===== config.mk =====
export PLATFORM = sky130hd
export DESIGN_NAME = uart_tx_fifo
export DESIGN_NICKNAME = d
export VERILOG_FILES = /design/src/rtl/uart_pkg.sv /design/src/rtl/uart_fifo_mem.sv /design/src/rtl/uart_tx_fifo.sv
export SDC_FILE = /design/constraint.sdc
export NUM_CORES = 1
export LEC_CHECK = 0
export ABC_CLOCK_PERIOD_IN_PS = 3000
export CORE_ASPECT_RATIO = 0.75
export CORE_UTILIZATION = 40
export CTS_BUF_LIST = sky130_fd_sc_hd__clkbuf_8
export DETAILED_ROUTE_END_ITERATION = 10
export SLEW_MARGIN = 20
export SYNTH_ARGS = -nofsm -noshare
export SYNTH_HDL_FRONTEND = slang
export SYNTH_HIERARCHICAL = 1
export SYNTH_SLANG_ARGS = --single-unit

===== constraint.sdc =====
create_clock -name clk -period 3 [get_ports clk]
set_input_delay 0.6 -clock clk [delete_from_list [all_inputs] [get_ports clk]]
set_output_delay 0.6 -clock clk [all_outputs]
set_load 0.01 [all_outputs]

===== src/rtl/uart_pkg.sv =====
// Shared definitions for the UART transmit path: default widths and the
// encoding of the transmit-offer register.
package uart_pkg;

  localparam int UART_DATA_W     = 8;
  localparam int UART_DEPTH_LOG2 = 4;

  // Offer register: WAIT = nothing presented, OFFER = head byte presented.
  typedef enum logic {
    ST_WAIT  = 1'b0,
    ST_OFFER = 1'b1
  } offer_state_e;

endpackage


===== src/rtl/uart_fifo_mem.sv =====
// DEPTH x DATA_W register array: one synchronous write port, one
// asynchronous read port feeding the serializer's data input directly.
module uart_fifo_mem #(
  parameter int DEPTH_LOG2 = 4,
  parameter int DATA_W     = 8
) (
  input  logic                  clk,
  input  logic                  we,
  input  logic [DEPTH_LOG2-1:0] waddr,
  input  logic [DATA_W-1:0]     wdata,
  input  logic [DEPTH_LOG2-1:0] raddr,
  output logic [DATA_W-1:0]     rdata
);

  localparam int DEPTH = 1 << DEPTH_LOG2;

  logic [DATA_W-1:0] mem [DEPTH];

  // Write the entry addressed by the write pointer on an accepted push.
  // NOTE: storage is deliberately not reset; level/pointers decide what is
  // valid, so clearing the array would only cost reset fan-out.
  always_ff @(posedge clk) begin
    if (we) mem[waddr] <= wdata;
  end

  assign rdata = mem[raddr];

endmodule


===== src/rtl/uart_tx_fifo.sv =====
// Transmit FIFO in front of the TX UART serializer. Bytes enter through a
// valid/ready handshake; the head byte is offered with a level-held
// uart_valid and popped on the serializer's one-cycle frame-done pulse.
// Optional build macro UART_TX_FIFO_CTS_EN adds a cts_n input (two-flop
// synchronized) that gates new offers, plus a cts_stalled status output.
module uart_tx_fifo
  import uart_pkg::*;
#(
  parameter int DEPTH_LOG2 = UART_DEPTH_LOG2,
  parameter int DATA_W     = UART_DATA_W
) (
  input  logic                  clk,
  input  logic                  reset,
`ifdef UART_TX_FIFO_CTS_EN
  input  logic                  cts_n,
  output logic                  cts_stalled,
`endif
  input  logic                  wr_valid,
  input  logic [DATA_W-1:0]     wr_data,
  output logic                  wr_ready,
  input  logic                  flush,
  output logic                  uart_valid,
  output logic [DATA_W-1:0]     uart_data,
  input  logic                  uart_ready,
  output logic [DEPTH_LOG2:0]   level,
  output logic                  empty,
  output logic                  full,
  output logic                  idle
);

  localparam int                DEPTH    = 1 << DEPTH_LOG2;
  localparam logic [DEPTH_LOG2:0]   LVL_FULL = (DEPTH_LOG2+1)'(DEPTH);
  localparam logic [DEPTH_LOG2:0]   LVL_ONE  = (DEPTH_LOG2+1)'(1);
  localparam logic [DEPTH_LOG2-1:0] PTR_ONE  = DEPTH_LOG2'(1);

  offer_state_e          state_q, state_d;
  logic [DEPTH_LOG2-1:0] wr_ptr, wr_ptr_d;
  logic [DEPTH_LOG2-1:0] rd_ptr, rd_ptr_d;
  logic [DEPTH_LOG2:0]   level_q, level_d;
  logic                  push, pop, send_ok;

  // Status is derived from the registered level, so wr_ready is a clean
  // registered !full and a push into a full FIFO is refused even if a pop
  // happens in the same cycle.
  assign full       = (level_q == LVL_FULL);
  assign empty      = (level_q == '0);
  assign wr_ready   = !full;
  assign uart_valid = (state_q == ST_OFFER);
  assign idle       = empty & !uart_valid;
  assign level      = level_q;

  // flush discards the not-yet-started bytes, so it also drops a same-cycle push.
  assign push = wr_valid & wr_ready & !flush;
  assign pop  = uart_ready & uart_valid;

`ifdef UART_TX_FIFO_CTS_EN
  logic [1:0] cts_sync;

  // Two-flop synchronizer for the asynchronous clear-to-send; resets to
  // "not clear" so nothing is offered until the peer is seen ready.
  always_ff @(posedge clk) begin
    if (reset) cts_sync <= 2'b11;
    else       cts_sync <= {cts_sync[0], cts_n};
  end

  assign send_ok     = !cts_sync[1];
  assign cts_stalled = !empty & !uart_valid & cts_sync[1];
`else
  assign send_ok = 1'b1;
`endif

  // State register for the offer flag, pointers and level counter.
  // NOTE: sequential state uses non-blocking assignments so every register
  // samples pre-edge values regardless of statement order.
  always_ff @(posedge clk) begin
    if (reset) begin
      state_q <= ST_WAIT;
      wr_ptr  <= '0;
      rd_ptr  <= '0;
      level_q <= '0;
    end else begin
      state_q <= state_d;
      wr_ptr  <= wr_ptr_d;
      rd_ptr  <= rd_ptr_d;
      level_q <= level_d;
    end
  end

  // Next-state logic: pointer/level bookkeeping and the WAIT/OFFER decision.
  // NOTE: every output gets a default first, so no path can infer a latch.
  always_comb begin
    state_d  = state_q;
    wr_ptr_d = wr_ptr;
    rd_ptr_d = rd_ptr;
    level_d  = level_q;

    if (pop) rd_ptr_d = rd_ptr + PTR_ONE;

    if (flush) begin
      if (uart_valid) begin
        // Keep the in-flight head; a concurrent pop retires it as well.
        wr_ptr_d = rd_ptr + PTR_ONE;
        level_d  = pop ? '0 : LVL_ONE;
      end else begin
        wr_ptr_d = rd_ptr;
        level_d  = '0;
      end
    end else begin
      if (push) wr_ptr_d = wr_ptr + PTR_ONE;
      case ({push, pop})
        2'b10:   level_d = level_q + LVL_ONE;
        2'b01:   level_d = level_q - LVL_ONE;
        default: level_d = level_q;
      endcase
    end

    case (state_q)
      // A flush in WAIT empties the queue, so it must not start an offer.
      ST_WAIT:  if (level_q != '0 && !flush && send_ok) state_d = ST_OFFER;
      // Once offered, the frame is held until the serializer takes it.
      ST_OFFER: if (uart_ready) state_d = ST_WAIT;
      default:  state_d = ST_WAIT;
    endcase
  end

  uart_fifo_mem #(
    .DEPTH_LOG2 (DEPTH_LOG2),
    .DATA_W     (DATA_W)
  ) u_mem (
    .clk   (clk),
    .we    (push),
    .waddr (wr_ptr),
    .wdata (wr_data),
    .raddr (rd_ptr),
    .rdata (uart_data)
  );

endmodule


==> results.py <==
metrics = {
    "drt": {
        "final_ant_viol_nets": 0,
        "detail_route.first_pass.iterations": 5,
        "route.vias.total": 3294,
        "drt-total-wl_microns": 12200,
        "detail_route.wl_per_cell_microns": 19.6,
        "drt_drc_violations_left": 0,
        "dr.first_iter.drc_count": 216,
        "drt-vias-per-instance": 5.26,
    },
    "logic_synthesis": {
        "mappedNetlistArea_sq_um": 5950,
        "synth_top_cell_by_area": "sky130_fd_sc_hd__edfxtp_1",
        "synthMuxAreaShare_pct": 13.3,
        "synth.top_cells.by_area": "sky130_fd_sc_hd__edfxtp_1 65%, sky130_fd_sc_hd__mux4_2 6.8%, sky130_fd_sc_hd__mux4_1 6.2%",
        "synth-compound-area-share_pct": 6.16,
        "synth_top_family_by_area": "multiplexers",
        "avgSynthCellArea_sq_um": 17.5,
        "synth-edff-count": 128,
        "synth_ff_type": "sky130_fd_sc_hd__edfxtp_1",
        "ys_top_cells_by_count": "128 x sky130_fd_sc_hd__edfxtp_1, 23 x sky130_fd_sc_hd__nor2_1, 18 x sky130_fd_sc_hd__mux4_2",
        "synth_warnings": 6,
        "yosys.cell_count.top_type": "sky130_fd_sc_hd__edfxtp_1",
        "synth-seq-cells": 142,
        "async_flop_share_pct": 0,
        "synthSimpleGateAreaFrac_pct": 6.60,
        "synth_adder_area_share_pct": 1.39,
        "synth_top_area_share_pct": 64.6,
        "synth_seq_area_share_pct": 69.3,
        "synth_fp_nets": 359,
        "synthXorXnorAreaFrac_pct": 1.18,
        "synthDistinctLibCells": 50,
        "syn-instance-count": 340,
    },
    "sta": {
        "holdWs_ns": 0.559,
        "slew_violations": 0,
        "worst_slew_margin_rel_pct": 57.3,
        "finalSetupViolCount": 0,
        "final_hold_viol_count": 0,
        "layout_worst_path_cycle_share_pct": 97.8,
        "grt_setup_unrepaired": "no",
        "timing.final.crit_period_ns": 2.93,
        "worst_slew_pin_slew_ns": 0.632,
        "maximum_operating_frequency_ghz": 0.341,
        "timing.clock.skew_ns": 0.0109,
    },
    "placed_design": {
        "place.gp.congestion": 0.806,
        "dpl_cell_area_sq_um": 6650,
        "dp_hpwl_microns": 7970,
        "port-buffer-count": 30,
    },
    "worst_setup_path": {
        "crit-reg2reg-capture": "level[4]$_SDFFE_PP0P_",
        "max_fanout_on_critical_path": 11,
        "critPathTopFamily": "buffers and inverters",
        "crit_required_ns": 2.40,
        "worst_path_largest_cell_delay_ns": 0.57,
        "setup.worst_path.end_class": "output port",
        "timing.reg2reg.setup_slack_ns": 0.36,
        "crit_type": "reg2out",
        "timing.critical_path.buf_inv": 2,
        "worstReg2RegStart": "level[1]$_SDFFE_PP0P_",
        "critPathLaunchType": "register",
        "cpMaxStageDelayCell": "sky130_fd_sc_hd__mux4_1",
        "worstRegToRegCells": 8,
        "path_cells": "buf_12, mux4_1, a22oi_1, nand2_1, clkdlybuf4s50_1",
        "critical_path_arrival_ns": 2.33,
    },
    "die": {
        "design.portCount": 31,
        "area_of_the_core_sq_um": 14500,
        "start_util_pct": 41.1,
        "row_count": 38,
        "chipHeight_microns": 108,
        "floorplan.die.width_microns": 143,
        "floorplan.die_area_sq_um": 15400,
    },
    "final_layout": {
        "final_cell_area_sq_um": 7190,
        "layout-drive-gt1-share_pct": 22.5,
        "layout.nets": 432,
        "antenna_cells": 0,
        "final_core_util_pct": 49.6,
        "syn_to_final_growth_pct": 20.8,
    },
    "clock_tree": {
        "cts-buffers-inserted": 17,
        "tritoncts": "done",
        "worst_setup_hold_path_clk_slew_ns": 0.08,
        "h-tree-depth": 4,
        "clock_path_buffers": 2,
        "cts_root_buffer": "sky130_fd_sc_hd__clkbuf_8",
        "cts-hold-fix-buffers": 0,
        "clk_latency_ns": 0.44,
        "cts.sinks": 142,
    },
    "status": {
        "result_of_the_run": "finished, final reports clean",
    },
    "worst_hold_path": {
        "hold_start": "level[3]$_SDFFE_PP0P_",
        "worstHoldPathType": "reg2reg",
        "worstHoldPathCells": 2,
        "min_delay_worst_endpoint": "level[3]$_SDFFE_PP0P_",
    },
    "pwr": {
        "power.combinational.fraction_pct": 5.6,
        "netSwitchingFraction_pct": 20.6,
        "fin_total_pwr_mw": 3.99,
        "total_switching_power_mw": 0.821,
        "p_leak_nw": 2.41,
        "power_report.internal_total_mw": 3.17,
        "power_frac_clock_pct": 39.6,
        "pwr_density_cell_nw_per_um2": 555,
        "ir_drop_uv": 243,
        "seq_power_share_pct": 54.8,
    },
    "run": {
        "cap_violations": 0,
    },
    "global_route": {
        "via_count_of_the_first_global_routing_pass": 3190,
        "grt_max_degree": 27,
        "grt_pass1_wl_microns": 18700,
        "grt_antenna_before_repair": 0,
        "gr-usage-all-layers_pct": 17.4,
        "grt_remaining_overflow": 0,
    },
}
[sequential cells by signal, summed over array words and instances (netlist names)]
signal / count
rd_ptr: 4
uart_valid: 1
u_mem/mem: 128
level: 5
wr_ptr: 4
[how the worst max path moves through the flow]
stage | start | to | slack, ns | depth (start not counted)
floorplan | flush | u_mem/mem[0][0]$_DFFE_PP_ | 0.54 | 4
finish | rd_ptr[0]$_SDFFE_PP0P_ | uart_data[0] | 0.07 | 5
global route | rd_ptr[0]$_SDFFE_PP0P_ | uart_data[7] | 0.002 | 5
CTS | rd_ptr[0]$_SDFFE_PP0P_ | uart_data[5] | -0.01 | 5
detailed placement | wr_valid | level[4]$_SDFFE_PP0P_ | 0.21 | 9
global placement | wr_valid | level[4]$_SDFFE_PP0P_ | 0.27 | 9
[cells by family (layout without fill, tap and decap cells)]
group,after synthesis,after routing
xor gates and xnor gates,8,8
buffers and inverters,20,106
muxes,34,34
AOI/OAI and AO/OA,51,51
adders and majority gates,6,6
and+or+nand+nor,79,79
DFF,142,142
[per-stage QoR]
step	setup slack, ns	TNS (ns)	instances
4_1_cts	-0.0105	-0.0105	618
3_5_place_dp	0.212	0	585
5_1_grt	0.00166	0	626
6_report	0.0660	0	626
2_1_floorplan	0.543	0	340
3_3_place_gp	0.274	0	585
[placed cells by master, fill, tap and decap left out, types with 3 or more instances in the layout]
cell type                         synthesis  routed
sky130_fd_sc_hd__a211oi_1                 3       3
sky130_fd_sc_hd__a21boi_0                 4       4
sky130_fd_sc_hd__a21o_1                   3       3
sky130_fd_sc_hd__a21oi_1                  7       7
sky130_fd_sc_hd__a22oi_1                 16      12
sky130_fd_sc_hd__a22oi_2                  0       4
sky130_fd_sc_hd__buf_12                   0       4
sky130_fd_sc_hd__buf_4                    1      33
sky130_fd_sc_hd__bufinv_16                0       4
sky130_fd_sc_hd__clkbuf_8                 0      17
sky130_fd_sc_hd__clkdlybuf4s50_1          0      23
sky130_fd_sc_hd__clkinv_2                 0       6
sky130_fd_sc_hd__dfxtp_1                 14      13
sky130_fd_sc_hd__dlygate4sd2_1            0       4
sky130_fd_sc_hd__dlymetal6s2s_1           0       3
sky130_fd_sc_hd__edfxtp_1               128     128
sky130_fd_sc_hd__ha_1                     5       5
sky130_fd_sc_hd__inv_1                    6       8
sky130_fd_sc_hd__mux4_1                  14      12
sky130_fd_sc_hd__mux4_2                  18      20
sky130_fd_sc_hd__nand2_1                 17      17
sky130_fd_sc_hd__nand2b_1                 6       6
sky130_fd_sc_hd__nand3_1                  5       5
sky130_fd_sc_hd__nand4_1                  4       4
sky130_fd_sc_hd__nor2_1                  23      23
sky130_fd_sc_hd__nor3_1                   9       9
sky130_fd_sc_hd__o21ai_0                  5       5
sky130_fd_sc_hd__xnor2_1                  3       3
sky130_fd_sc_hd__xor2_1                   5       5
[area by class of cell]
cell class	count	area, sq um
Clock buffer	17	234
Clock inverter	15	179
Fill cell	1229	7310
Inverter	6	22.5
Multi-Input combinational cell	178	1720
Sequential cell	142	4130
Tap cell	200	250
Timing Repair Buffer	68	663
[what timing repair did]
item                                    CTS  global route
resized for setup                        11             6
endpoints found under the setup margin    8             4
buffers inserted                          0             8
pin swaps                                 0             0
gates cloned                              1             0
[power by group through the flow]
stage	clock [mW]	combinational (mW)	sequential, mW
global route	1.70	0.244	2.19
CTS	1.62	0.218	2.19
detailed placement	0	0.212	2.23
global placement	0	0.210	2.23
floorplan	0	0.107	2.23
finish	1.58	0.225	2.19
[worst min-delay path, cell delays in order (launching register included)]
cell,delay [ns]
sky130_fd_sc_hd__dfxtp_1,0.37
sky130_fd_sc_hd__nand3_1,0.09
sky130_fd_sc_hd__a21oi_1,0.06
[routing by layer]
layer	up-vias	global-route usage (%)	part of all wire, %
met2	64	25.2	45
met4	0	6.91	1.0
met5	-	0	0
li1	1529	-	-
met1	1691	25.6	50
met3	10	3.47	3.8
(Power assumes the default switching activity.)
